--- config.mk ---
export PLATFORM = sky130hd
export DESIGN_NAME = commit_arbiter_flat
export DESIGN_NICKNAME = d
export VERILOG_FILES = /design/src/rtl/commit_arbiter_pkg.sv /design/src/rtl/commit_arbiter_if.sv /design/src/rtl/FFD_POSEDGE_SYNCRONOUS_RESET.sv /design/src/rtl/rr_priority_select.sv /design/src/rtl/commit_arbiter.sv /design/src/flat_wrapper.sv
export SDC_FILE = /design/constraint.sdc
export NUM_CORES = 1
export LEC_CHECK = 0
export CAP_MARGIN = 30
export CELL_PAD_IN_SITES_DETAIL_PLACEMENT = 1
export CELL_PAD_IN_SITES_GLOBAL_PLACEMENT = 2
export CORE_AREA = 2 2 467 469
export DETAILED_ROUTE_END_ITERATION = 10
export DIE_AREA = 0 0 469 471
export PLACE_DENSITY = 0.51
export SYNTH_ARGS = -nofsm -noshare
export SYNTH_HDL_FRONTEND = slang
export SYNTH_SLANG_ARGS = --single-unit
--- constraint.sdc ---
create_clock -name Clock -period 3.9 [get_ports Clock]
set_input_delay 0.585 -clock Clock [delete_from_list [all_inputs] [get_ports Clock]]
set_output_delay 0.585 -clock Clock [all_outputs]
set_load 0.05 [all_outputs]
--- src/rtl/commit_arbiter_pkg.sv ---
// commit_arbiter_pkg
//   Shared definitions for the commit path: datapath widths, commit packet
//   field ranges, reservation-station id width and the idle RSID encoding.
//   Imported by the commit arbiter, its interface and its sub-modules.
package commit_arbiter_pkg;

    localparam int DATA_ADDRESS_WIDTH = 16;
    localparam int DATA_ROW_WIDTH     = 96;
    localparam int RS_ID_WIDTH        = 4;
    localparam int RESULT_ID_WIDTH    = 4;
    localparam int WE_WIDTH           = 3;

    // RSID 0 on the commit bus means "no commit" to every station.
    localparam logic [RS_ID_WIDTH-1:0] RS_ID_IDLE = '0;

    localparam int MOD_COMMIT_DATA_LSB    = 0;
    localparam int MOD_COMMIT_DATA_MSB    = MOD_COMMIT_DATA_LSB + DATA_ROW_WIDTH - 1;
    localparam int MOD_COMMIT_TAG_LSB     = MOD_COMMIT_DATA_MSB + 1;
    localparam int MOD_COMMIT_TAG_MSB     = MOD_COMMIT_TAG_LSB + RESULT_ID_WIDTH - 1;
    localparam int MOD_COMMIT_RSID_LSB    = MOD_COMMIT_TAG_MSB + 1;
    localparam int MOD_COMMIT_RSID_MSB    = MOD_COMMIT_RSID_LSB + RS_ID_WIDTH - 1;
    localparam int MOD_COMMIT_PACKET_SIZE = MOD_COMMIT_RSID_MSB + 1;

    // Register-file write port as captured at the grant edge.
    typedef struct packed {
        logic                          writeEnable;
        logic [WE_WIDTH-1:0]           we;
        logic [DATA_ADDRESS_WIDTH-1:0] address;
        logic [DATA_ROW_WIDTH-1:0]     data;
    } rfWrite_t;

    function automatic logic [MOD_COMMIT_PACKET_SIZE-1:0] packCommit(
        input logic [RS_ID_WIDTH-1:0]     rsId,
        input logic [RESULT_ID_WIDTH-1:0] tag,
        input logic [DATA_ROW_WIDTH-1:0]  data
    );
        logic [MOD_COMMIT_PACKET_SIZE-1:0] packet;
        packet = '0;
        packet[MOD_COMMIT_RSID_MSB:MOD_COMMIT_RSID_LSB] = rsId;
        packet[MOD_COMMIT_TAG_MSB:MOD_COMMIT_TAG_LSB]   = tag;
        packet[MOD_COMMIT_DATA_MSB:MOD_COMMIT_DATA_LSB] = data;
        return packet;
    endfunction

endpackage

--- src/rtl/commit_arbiter_if.sv ---
// commit_arbiter_if
//   Bundles the reservation-station commit requests/results and the
//   arbiter's broadcast / register-file outputs.
//   i* : per-station requests and packed result fields, plus iFreeze
//   o* : grant vector, commit bus packet, RF write port, commit counter
//   slave  : the arbiter side
//   master : the station / environment side
interface commit_arbiter_if
    import commit_arbiter_pkg::*;
#(
    parameter int RS_COUNT = 8
);

    logic [RS_COUNT-1:0]                    iCommitRequest;
    logic [RESULT_ID_WIDTH*RS_COUNT-1:0]    iId;
    logic [WE_WIDTH*RS_COUNT-1:0]           iWE;
    logic [DATA_ADDRESS_WIDTH*RS_COUNT-1:0] iDestination;
    logic [DATA_ROW_WIDTH*RS_COUNT-1:0]     iResult;
    logic                                   iFreeze;

    logic [RS_COUNT-1:0]                    oCommitGranted;
    logic [MOD_COMMIT_PACKET_SIZE-1:0]      oCommitBus;
    logic                                   oRFWriteEnable;
    logic [WE_WIDTH-1:0]                    oRFWE;
    logic [DATA_ADDRESS_WIDTH-1:0]          oRFAddress;
    logic [DATA_ROW_WIDTH-1:0]              oRFData;
    logic [15:0]                            oCommitCount;

    modport master (
        output iCommitRequest, iId, iWE, iDestination, iResult, iFreeze,
        input  oCommitGranted, oCommitBus, oRFWriteEnable, oRFWE,
               oRFAddress, oRFData, oCommitCount
    );

    modport slave (
        input  iCommitRequest, iId, iWE, iDestination, iResult, iFreeze,
        output oCommitGranted, oCommitBus, oRFWriteEnable, oRFWE,
               oRFAddress, oRFData, oCommitCount
    );

endinterface

--- src/rtl/FFD_POSEDGE_SYNCRONOUS_RESET.sv ---
// FFD_POSEDGE_SYNCRONOUS_RESET
//   Codebase register cell: rising-edge flop bank with synchronous
//   active-high reset to zero and a load enable.
//   Clock, Reset, Enable : control
//   D / Q                : SIZE-bit data in / registered data out
module FFD_POSEDGE_SYNCRONOUS_RESET #(
    parameter int SIZE = 1
) (
    input  logic            Clock,
    input  logic            Reset,
    input  logic            Enable,
    input  logic [SIZE-1:0] D,
    output logic [SIZE-1:0] Q
);

    always_ff @(posedge Clock) begin
        if (Reset) begin
            Q <= '0;
        end else if (Enable) begin
            Q <= D;
        end
    end

endmodule

--- src/rtl/rr_priority_select.sv ---
// rr_priority_select
//   Combinational round-robin selector. Searches iRequest starting at
//   iPointer, wrapping modulo REQ_COUNT, and returns the first set bit.
//   iRequest     : request vector
//   iPointer     : highest-priority index (0..REQ_COUNT-1)
//   oWinner      : one-hot winner, zero when nothing is requested
//   oWinnerIndex : binary index of the winner
//   oAnyValid    : at least one request present
module rr_priority_select
    import commit_arbiter_pkg::*;
#(
    parameter int REQ_COUNT = 8
) (
    input  logic [REQ_COUNT-1:0]   iRequest,
    input  logic [RS_ID_WIDTH-1:0] iPointer,
    output logic [REQ_COUNT-1:0]   oWinner,
    output logic [RS_ID_WIDTH-1:0] oWinnerIndex,
    output logic                   oAnyValid
);

    // Wrap-around search as two ascending passes: indices at or above the
    // pointer first, then everything from zero.
    always_comb begin
        oWinner      = '0;
        oWinnerIndex = '0;
        oAnyValid    = 1'b0;
        for (int unsigned k = 0; k < REQ_COUNT; k++) begin
            if (!oAnyValid && iRequest[k] && (k >= 32'(iPointer))) begin
                oAnyValid    = 1'b1;
                oWinner[k]   = 1'b1;
                oWinnerIndex = RS_ID_WIDTH'(k);
            end
        end
        for (int unsigned k = 0; k < REQ_COUNT; k++) begin
            if (!oAnyValid && iRequest[k]) begin
                oAnyValid    = 1'b1;
                oWinner[k]   = 1'b1;
                oWinnerIndex = RS_ID_WIDTH'(k);
            end
        end
    end

endmodule

--- src/rtl/commit_arbiter.sv ---
// commit_arbiter
//   Round-robin arbiter granting one reservation station per cycle access
//   to the commit bus and the register-file write port.
//   Clock, Reset           : rising-edge clock, synchronous active-high reset
//   bus.iCommitRequest     : one request bit per station (bit k = RS id k+1)
//   bus.iId/iWE/iDestination/iResult : packed per-station result fields
//   bus.iFreeze            : suppresses granting
//   bus.oCommitGranted     : combinational one-hot-or-zero grant
//   bus.oCommitBus         : registered packet {RSID, tag, data}, RSID 0 = idle
//   bus.oRF*               : registered register-file write port
//   bus.oCommitCount       : grants since reset, wraps at 16 bits
module commit_arbiter
    import commit_arbiter_pkg::*;
#(
    parameter int RS_COUNT = 8
) (
    input  logic              Clock,
    input  logic              Reset,
    commit_arbiter_if.slave   bus
);

    localparam logic [RS_ID_WIDTH-1:0] LAST_INDEX = RS_ID_WIDTH'(RS_COUNT - 1);

    logic [RS_ID_WIDTH-1:0]            pointer;
    logic [RS_COUNT-1:0]               winnerOneHot;
    logic [RS_ID_WIDTH-1:0]            winnerIndex;
    logic                              anyValid;
    logic                              grantValid;

    logic [RESULT_ID_WIDTH-1:0]        selId;
    logic [WE_WIDTH-1:0]               selWE;
    logic [DATA_ADDRESS_WIDTH-1:0]     selDestination;
    logic [DATA_ROW_WIDTH-1:0]         selResult;

    logic [MOD_COMMIT_PACKET_SIZE-1:0] packetNext;
    rfWrite_t                          rfNext;
    rfWrite_t                          rfQ;
    logic [15:0]                       commitCount;

    rr_priority_select #(
        .REQ_COUNT (RS_COUNT)
    ) prioritySelect (
        .iRequest     (bus.iCommitRequest),
        .iPointer     (pointer),
        .oWinner      (winnerOneHot),
        .oWinnerIndex (winnerIndex),
        .oAnyValid    (anyValid)
    );

    // Reset also masks the grant so an in-flight capture is discarded.
    assign grantValid         = anyValid & ~bus.iFreeze & ~Reset;
    assign bus.oCommitGranted = grantValid ? winnerOneHot : '0;

    // AND-OR mux of the winner's fields, driven by the one-hot vector.
    always_comb begin
        selId          = '0;
        selWE          = '0;
        selDestination = '0;
        selResult      = '0;
        for (int unsigned k = 0; k < RS_COUNT; k++) begin
            if (winnerOneHot[k]) begin
                selId          = bus.iId[k*RESULT_ID_WIDTH +: RESULT_ID_WIDTH];
                selWE          = bus.iWE[k*WE_WIDTH +: WE_WIDTH];
                selDestination = bus.iDestination[k*DATA_ADDRESS_WIDTH +: DATA_ADDRESS_WIDTH];
                selResult      = bus.iResult[k*DATA_ROW_WIDTH +: DATA_ROW_WIDTH];
            end
        end
    end

    // Idle cycles load zeros, so RSID returns to RS_ID_IDLE one cycle later.
    always_comb begin
        packetNext = packCommit(RS_ID_IDLE, '0, '0);
        rfNext     = '0;
        if (grantValid) begin
            packetNext         = packCommit(winnerIndex + RS_ID_WIDTH'(1), selId, selResult);
            rfNext.writeEnable = |selWE;
            rfNext.we          = selWE;
            rfNext.address     = selDestination;
            rfNext.data        = selResult;
        end
    end

    FFD_POSEDGE_SYNCRONOUS_RESET #(
        .SIZE (MOD_COMMIT_PACKET_SIZE)
    ) commitBusReg (
        .Clock  (Clock),
        .Reset  (Reset),
        .Enable (1'b1),
        .D      (packetNext),
        .Q      (bus.oCommitBus)
    );

    FFD_POSEDGE_SYNCRONOUS_RESET #(
        .SIZE ($bits(rfWrite_t))
    ) rfWriteReg (
        .Clock  (Clock),
        .Reset  (Reset),
        .Enable (1'b1),
        .D      (rfNext),
        .Q      (rfQ)
    );

    assign bus.oRFWriteEnable = rfQ.writeEnable;
    assign bus.oRFWE          = rfQ.we;
    assign bus.oRFAddress     = rfQ.address;
    assign bus.oRFData        = rfQ.data;

    always_ff @(posedge Clock) begin
        if (Reset) begin
            pointer     <= '0;
            commitCount <= '0;
        end else if (grantValid) begin
            pointer     <= (winnerIndex == LAST_INDEX) ? '0 : winnerIndex + RS_ID_WIDTH'(1);
            commitCount <= commitCount + 16'd1;
        end
    end

    assign bus.oCommitCount = commitCount;

endmodule

--- src/flat_wrapper.sv ---
// flat-port wrapper written by rule: the top's interface ports become plain ports
module commit_arbiter_flat import commit_arbiter_pkg::*;
#(
    parameter int RS_COUNT = 8
)
  (Clock, Reset, bus_iCommitRequest, bus_iId, bus_iWE, bus_iDestination, bus_iResult, bus_iFreeze, bus_oCommitGranted, bus_oCommitBus, bus_oRFWriteEnable, bus_oRFWE, bus_oRFAddress, bus_oRFData, bus_oCommitCount);
  commit_arbiter_if #(.RS_COUNT(RS_COUNT)) bus_i ();
  input  logic Clock;
  input  logic Reset;
  input wire logic [$bits(bus_i.iCommitRequest)-1:0] bus_iCommitRequest;
  input wire logic [$bits(bus_i.iId)-1:0] bus_iId;
  input wire logic [$bits(bus_i.iWE)-1:0] bus_iWE;
  input wire logic [$bits(bus_i.iDestination)-1:0] bus_iDestination;
  input wire logic [$bits(bus_i.iResult)-1:0] bus_iResult;
  input wire logic [$bits(bus_i.iFreeze)-1:0] bus_iFreeze;
  output wire logic [$bits(bus_i.oCommitGranted)-1:0] bus_oCommitGranted;
  output wire logic [$bits(bus_i.oCommitBus)-1:0] bus_oCommitBus;
  output wire logic [$bits(bus_i.oRFWriteEnable)-1:0] bus_oRFWriteEnable;
  output wire logic [$bits(bus_i.oRFWE)-1:0] bus_oRFWE;
  output wire logic [$bits(bus_i.oRFAddress)-1:0] bus_oRFAddress;
  output wire logic [$bits(bus_i.oRFData)-1:0] bus_oRFData;
  output wire logic [$bits(bus_i.oCommitCount)-1:0] bus_oCommitCount;
  assign bus_i.iCommitRequest = bus_iCommitRequest;
  assign bus_i.iId = bus_iId;
  assign bus_i.iWE = bus_iWE;
  assign bus_i.iDestination = bus_iDestination;
  assign bus_i.iResult = bus_iResult;
  assign bus_i.iFreeze = bus_iFreeze;
  assign bus_oCommitGranted = bus_i.oCommitGranted;
  assign bus_oCommitBus = bus_i.oCommitBus;
  assign bus_oRFWriteEnable = bus_i.oRFWriteEnable;
  assign bus_oRFWE = bus_i.oRFWE;
  assign bus_oRFAddress = bus_i.oRFAddress;
  assign bus_oRFData = bus_i.oRFData;
  assign bus_oCommitCount = bus_i.oCommitCount;
  commit_arbiter #(.RS_COUNT(RS_COUNT)) u_core (.Clock(Clock), .Reset(Reset), .bus(bus_i));
endmodule
==> reports/qor.txt, run 1 <==
number of synthesized flops with an enable pin: 0
hold_ws: 0.520 ns
vias per std cell: 3.33
Final Hold Viols: 0
Ys Warns: 0
RR Endpoint: u_core.rfWriteReg.Q[8]
Max Cap Viol: 0
Post-Syn Area per Cell: 7.68 µm²
GRT Util Overall: 0.154
Total Neg Setup Slack: 0 ns
Fillers: 25700
Die Area: 0.221 mm²
first-pass GRT wire length: 218 mm
H-tree lvl count: 4
drt pass-1 iters: 7
period utilisation layout: 0.980
post-detailed-route wirelength per cell: 32.5 µm
post-route ant nets: 0
Critical Path Fanout Max: 11
clock insertion delay at the later pin of the skew report: 0.56 ns
clk root buf: clkbuf_16
Max VDD drop: 0.000416 V
startpoint types: input port
WP data arrival: 4.25 ns
Worst Path Class, Setup: input port to flop
starting density of the core: 0.0502
Num Clock Sinks: 144
Residual DRC: 0
clk buf depth: 2
CTS tree: built
area grow syn2layout: 156%
Seq/Total Area, Yosys: 0.266
Final GP Congestion: 0.865
Multi-input gate area: 0.00670 mm²
register area: 0.00288 mm²
Critical Path RT: 4.33 ns
asr flop ratio synth: 0
LEAKAGE: 9.00 nW
FF-to-FF Start: u_core.pointer[3]
Ports: 1207
via count: 18200
total CTS buffers: 17
Core Rows: 171
Relative slew margins: 0.336
Core Area: 0.216 mm²
Tot Pwr: 9.23 mW
die width: 469 µm
Max Freq: 262 MHz
fin crit period: 3.82 ns
reg-to-reg slack, setup: 0.31 ns
Worst setup EP type: flop
synth unique cells: 53
Layout Skew: 0.0307 ns
share of cells above drive strength 1: 0.0953
final setup fails: 0
post-layout util: 0.128
status: completed
vias in the first global route: 18900
WHS Path Cells: 2
Netlist Area Pre-Place: 0.0108 mm²
RSZ-0062 raised after global routing: no
Reg clk slew, reported paths: 0.08 ns
measured slew at the worst slew-check pin: 0.993 ns
Total Nets Final: 3524
CTS Hold Buffers Added: 0
global route overflow: 0
Cells after Synth: 1412
CP endpoint: u_core.rfWriteReg.Q[8]
Power Density: 333 mW/mm²
HPWL after detailed placement: 153 mm
hold crit path type: flop to flop
initial antenna violation count: 137
synthesized net count: 2378
Critical path origin: bus_iCommitRequest[7]
Post-Route WL: 178 mm
max-slew violations: 0
R2R depth: 12
#FFs+latches synth: 144
height of the die: 471 µm
Iter 0 DRT Violations: 1513
number of port buffers: 1206
ys flop type: dfxtp_1
largest net degree at the start of global routing: 78
[registers in the layout, indices dropped and copies added (netlist names)]
signal and count:
u_core.bus.oCommitCount 16, u_core.commitBusReg.Q 8, u_core.pointer 4, u_core.rfWriteReg.Q 116
[area by class of cell]
cell class | instances | share of cell area
repair buffers | 1380 | 0.501
multi-input cells | 1008 | 0.241
well taps | 2854 | 0.129
flip-flops and latches | 144 | 0.104
clock buffers | 18 | 0.0158
clock inverters | 14 | 0.00528
diodes | 33 | 0.00298
inverters | 7 | 0.000947
[synth_stat cells (all sizes together) (2+ instances only)]
cell type	number	area [µm²]
xor2	10	87.6
o221a	2	22.5
nand4	5	31.3
o31ai	4	30.0
o2bb2ai	3	26.3
nand2b	2	20.0
buf	151	1020
a21oi	8	40.0
o211ai	3	22.5
ha	3	37.5
nor4	3	18.8
nor2	197	739
or3	2	12.5
a22o	40	350
a31oi	4	25.0
nand3	47	235
o221ai	116	1020
a32o	2	20.0
a221oi	156	1370
xnor2	4	35.0
o21a	4	30.0
inv	7	26.3
nor2b	12	75.1
a31o	3	26.3
dfxtp	144	2880
o31a	79	692
clkbuf	103	387
o21ai	86	430
and2	2	15.0
and3	2	12.5
nand2	146	548
nor3	10	50.1
a222oi	39	390
[critical path, cell delays in order]
cell and delay, ns:
clkdlybuf4s50_1 0.65, nor2b_1 0.37, nor3_2 0.09, buf_4 0.18
and3_1 0.16, a32o_1 0.31, and2_4 0.21, buf_4 0.17
buf_12 0.16, buf_4 0.21, a221oi_1 0.67, o31a_1 0.33
o21ai_0 0.11
[worst min path at each step]
stage,startpoint,end,slack (ns)
4_1_cts,bus_iResult[702],u_core.rfWriteReg.Q[30],0.49
2_1_floorplan,u_core.pointer[0],u_core.pointer[0],0.61
6_report,u_core.bus.oCommitCount[1],u_core.bus.oCommitCount[1],0.52
3_5_place_dp,u_core.bus.oCommitCount[1],u_core.bus.oCommitCount[1],0.51
5_1_grt,bus_iResult[674],u_core.rfWriteReg.Q[2],0.55
3_3_place_gp,u_core.bus.oCommitCount[1],u_core.bus.oCommitCount[1],0.49
[power by group]
part	total, mW	switching [mW]	internal, mW
Combinational	5.39	3.12	2.26
Clock	1.96	1.04	0.920
Sequential	1.88	0.256	1.63
Total	9.23	4.42	4.81
[timing repair]
item | in CTS | in global routing
gates cloned | 1 | 0
setup endpoints to repair | 1 | 10
buffers inserted | 2 | 2
gates resized for setup | 0 | 7
pin swaps | 1 | 1
[logic make-up (layout without fill, tap and decap cells)]
family                   after synthesis  in the layout  synth area share
AND/OR/NAND/NOR                      434            435             0.167
AO/OA/AOI/OAI                        556            556             0.420
flip-flops                           144            144             0.266
buffers and inverters                261           1419             0.132
other                                  0             33                 0
XOR/XNOR                              14             14            0.0113
adder cells (fa/ha/maj)                3              3           0.00346
[cells in the final DEF, fill, tap and decap left out, drive strengths merged, types with 5 or more instances in the layout]
cell type      instances
clkdlybuf4s50       1197
nor2                 197
buf                  183
a221oi               156
nand2                146
dfxtp                144
o221ai               116
o21ai                 86
o31a                  79
nand3                 47
a22o                  40
a222oi                39
diode                 33
clkbuf                18
inv                   15
nor2b                 12
xor2                  10
nor3                  10
a21oi                  8
nand4                  5
[stage by stage]
| step | cell area, µm² | setup WS [ns] | instances |
|---|---|---|---|
| CTS | 27600 | 0.0133 | 5423 |
| global route | 27700 | 0.0186 | 5436 |
| detailed placement | 27000 | -0.615 | 5388 |
| finish | 27700 | 0.0791 | 5458 |
| global placement | 26900 | -0.664 | 5386 |
| floorplan | 10800 | 0.449 | 1412 |
[routing by layer]
| layer | track usage | vias up | part of all wire |
|---|---|---|---|
| li1 | - | 7812 | - |
| met1 | 0.209 | 8968 | 0.46 |
| met2 | 0.238 | 1135 | 0.44 |
| met3 | 0.0466 | 192 | 0.088 |
| met4 | 0.0329 | 52 | 0.013 |
| met5 | 0 | - | 0.0020 |
(Power assumes the default switching activity.)
==> run 2: changes to the inputs <==
Settings changed: ABC_AREA set to 1, CORE_AREA 2 2 467 469 to 2 2 466 468, DIE_AREA 0 0 469 471 to 0 0 468 470, PLACE_DENSITY 0.51 to 0.55.
==> run 2 against run 1 <==
Net effect: global-route usage grew 0.13 points; cell count increased by 12%; synthesized cell count rose by 43%; register-to-register slack improved by 0.06 ns; power up 3.3%; clock-buffer cell count increased by 2; combinational power grew 4.8%; critical endpoint is now bus_oCommitGranted[2]; highest routed layer unchanged.
==> reports/qor.txt, run 2 <==
status: completed
Flop pwr share: 0.195 (-0.009)
Post-Syn Area per Cell: 5.57 µm² (-27%)
Post-Route WL: 177 mm (-0.20%)
Final GP Congestion: 0.911 (+5.3%)
Iter 0 DRT Violations: 951 (-37%)
vias in the first global route: 20400 (+8.0%)
post-detailed-route wirelength per cell: 29.1 µm (-11%)
Core Area: 0.216 mm² (-0.20%)
Max Cap Viol: 0 (unchanged)
initial antenna violation count: 118 (-14%)
setup ws final: 0.187 ns (+0.108 ns)
commonest non-fill, non-tap cell in the layout: clkdlybuf4s50_1
total CTS buffers: 17 (unchanged)
Ys Warns: 0 (unchanged)
starting density of the core: 0.0520 (+0.00185)
Total Nets Final: 4159 (+18%)
measured slew at the worst slew-check pin: 0.959 ns (-0.0339 ns)
GRT Util Overall: 0.155 (+0.00128)
Multi-input gate area: 0.00698 mm² (+4.2%)
final std cells w/o fill: 6090 (+12%)
HPWL after detailed placement: 158 mm (+3.2%)
post-route ant nets: 0 (unchanged)
Post-synth top cells: nand2_1 (1124), dfxtp_1 (144), nand3_1 (143)
Final Hold Viols: 0 (unchanged)
#FFs+latches synth: 144 (unchanged)
die width: 468 µm (-0.21%)
global route overflow: 0 (unchanged)
fin crit period: 3.71 ns (-0.108 ns)
drt pass-1 iters: 5 (-2)
startpoint types: input port
post-layout util: 0.130 (+0.00212)
Die Area: 0.220 mm² (-0.43%)
asr flop ratio synth: 0 (unchanged)
share of cells above drive strength 1: 0.0708 (-0.0245)
Placed Cells: 6025 (+12%)
register area: 0.00288 mm² (about the same)
height of the die: 470 µm (-0.21%)
Reg clk slew, reported paths: 0.08 ns (about the same)
synthesized net count: 2980 (+25%)
LEAKAGE: 10.3 nW (+15%)
clk root buf: clkbuf_16
final setup fails: 0 (unchanged)
Synth top area share: 0.376 (+0.110)
Num Clock Sinks: 144 (unchanged)
Netlist Area Pre-Place: 0.0112 mm² (+3.5%)
ys flop type: dfxtp_1
Worst Path Class, Setup: input port to output port
pre-CTS setup slack: -0.411 ns (+0.204 ns)
Max VDD drop: 0.000394 V (-5.2%)
Core Rows: 171 (unchanged)
number of synthesized flops with an enable pin: 0 (unchanged)
largest net degree at the start of global routing: 64 (-18%)
Int Power: 4.87 mW (+1.2%)
max-slew violations: 0 (unchanged)
area grow syn2layout: 151%
DP Area: 0.0274 mm² (+1.5%)
top cell type by total area after synthesis: nand2_1
Area contributors post-synth: nand2_1 (38%), dfxtp_1 (26%), nand4_1 (7.2%)
Critical Path RT: 3.31 ns (-1.02 ns)
most frequent cells in the layout: clkdlybuf4s50_1 (1192), nand2_1 (1119), dfxtp_1 (144)
RSZ-0062 raised after global routing: no
hold crit path type: flop to flop
sw frac: 0.490 (+0.0109)
first-pass GRT wire length: 220 mm (+1.2%)
combinational power share: 0.593 (+0.010)
Max Freq: 269 MHz (+2.9%)
clk buf depth: 2 (unchanged)
fin area: 0.0281 mm² (+1.4%)
Fillers: 26100 (+1.6%)
Biggest register: u_core.rfWriteReg.Q
Residual DRC: 0 (unchanged)
Cells after Synth: 2014 (+43%)
max reg flops: 116 (unchanged)
Power Density: 339 mW/mm² (+1.9%)
clock share of power: 0.212 (about the same)
Critical Path Fanout Max: 5 (-6)
Seq/Total Area, Yosys: 0.257 (-0.00896)
H-tree lvl count: 4 (unchanged)
via count: 19100 (+4.9%)
Ports: 1207 (unchanged)
Relative slew margins: 0.358 (+0.0227)
Worst setup EP type: output port
CTS tree: built
vias per std cell: 3.13 (-6.0%)
Psw: 4.67 mW (+5.7%)
Layout Skew: 0.0285 ns (-0.00222 ns)
period utilisation layout: 0.952 (-0.0278)
WP data arrival: 3.13 ns (-1.12 ns)
clock insertion delay at the later pin of the skew report: 0.55 ns (about the same)
synth unique cells: 31 (-42%)
most common cell in the netlist: nand2_1
number of port buffers: 1206 (unchanged)
[run 2: what timing repair did]
item                                    in CTS  in global routing
hold endpoints to repair                     0                  0
pin swaps                                    0                  2
setup buffers                                0                  2
resized for setup                            1                  5
hold buffers                                 0                  0
endpoints found under the setup margin       1                  8
cloned                                       0                  1
[run 2: cell families after synthesis]
family                     count (synthesis)  synth area share
buffers and inverters                    260             0.130
xor gates and xnor gates                  11           0.00859
AOI/OAI and AO/OA                        150            0.0687
DFF                                      144             0.257
adders and majority gates                  3           0.00335
and+or+nand+nor                         1446             0.532
[run 2: power groups by stage]
stage / Sequential (mW) / Combinational (mW) / Clock (mW)
finish: 1.86 / 5.65 / 2.02
global route: 1.89 / 6.07 / 2.18
CTS: 1.88 / 5.88 / 2.18
detailed placement: 1.91 / 5.85 / 0
global placement: 1.92 / 5.86 / 0
floorplan: 2.22 / 1.77 / 0
[run 2: metal layers]
metal,up-vias,track usage,wire (µm)
met2,969,0.268,85200
li1,8786,-,-
met1,9067,0.188,73200
met3,166,0.0542,16800
met4,62,0.0235,1610
met5,-,0,418
[run 2: layout make-up]
class	count	area share
Antenna cell	31	0.00276
Clock buffer	20	0.0162
Clock inverter	11	0.00556
Inverter	46	0.00658
Multi-Input combinational cell	1611	0.248
Sequential cell	144	0.102
Tap cell	2854	0.127
Timing Repair Buffer	1373	0.491
[run 2: stage by stage]
stage / setup TNS (ns) / hold WS [ns] / power [mW]
6_report: 0 / 0.508 / 9.54
5_1_grt: 0 / 0.531 / 10.1
4_1_cts: 0 / 0.497 / 9.93
3_5_place_dp: -2.29 / 0.493 / 7.76
3_3_place_gp: -2.72 / 0.485 / 7.78
2_1_floorplan: 0 / 0.476 / 4.00
[run 2: critical path, stage by stage]
cell and delay [ns]:
clkdlybuf4s50_1 0.55, nand3_1 0.19, nand4_1 0.12, nor2_2 0.15, nand4_1 0.15, nor2_1 0.13
nand4_1 0.17, nor3_2 0.31, nand3_2 0.17, nand3_4 0.19, a21oi_1 0.09, buf_4 0.17
buf_12 0.14
[run 2: worst paths after layout]
check / start / end / slack [ns] / cells past startpoint
max: bus_iCommitRequest[0] / bus_oCommitGranted[2] / 0.19 / 13
min: u_core.bus.oCommitCount[15] / u_core.bus.oCommitCount[15] / 0.51 / 2
min reg2reg: u_core.bus.oCommitCount[15] / u_core.bus.oCommitCount[15] / 0.51 / 2
max reg2reg: u_core.pointer[3] / u_core.rfWriteReg.Q[14] / 0.37 / 18
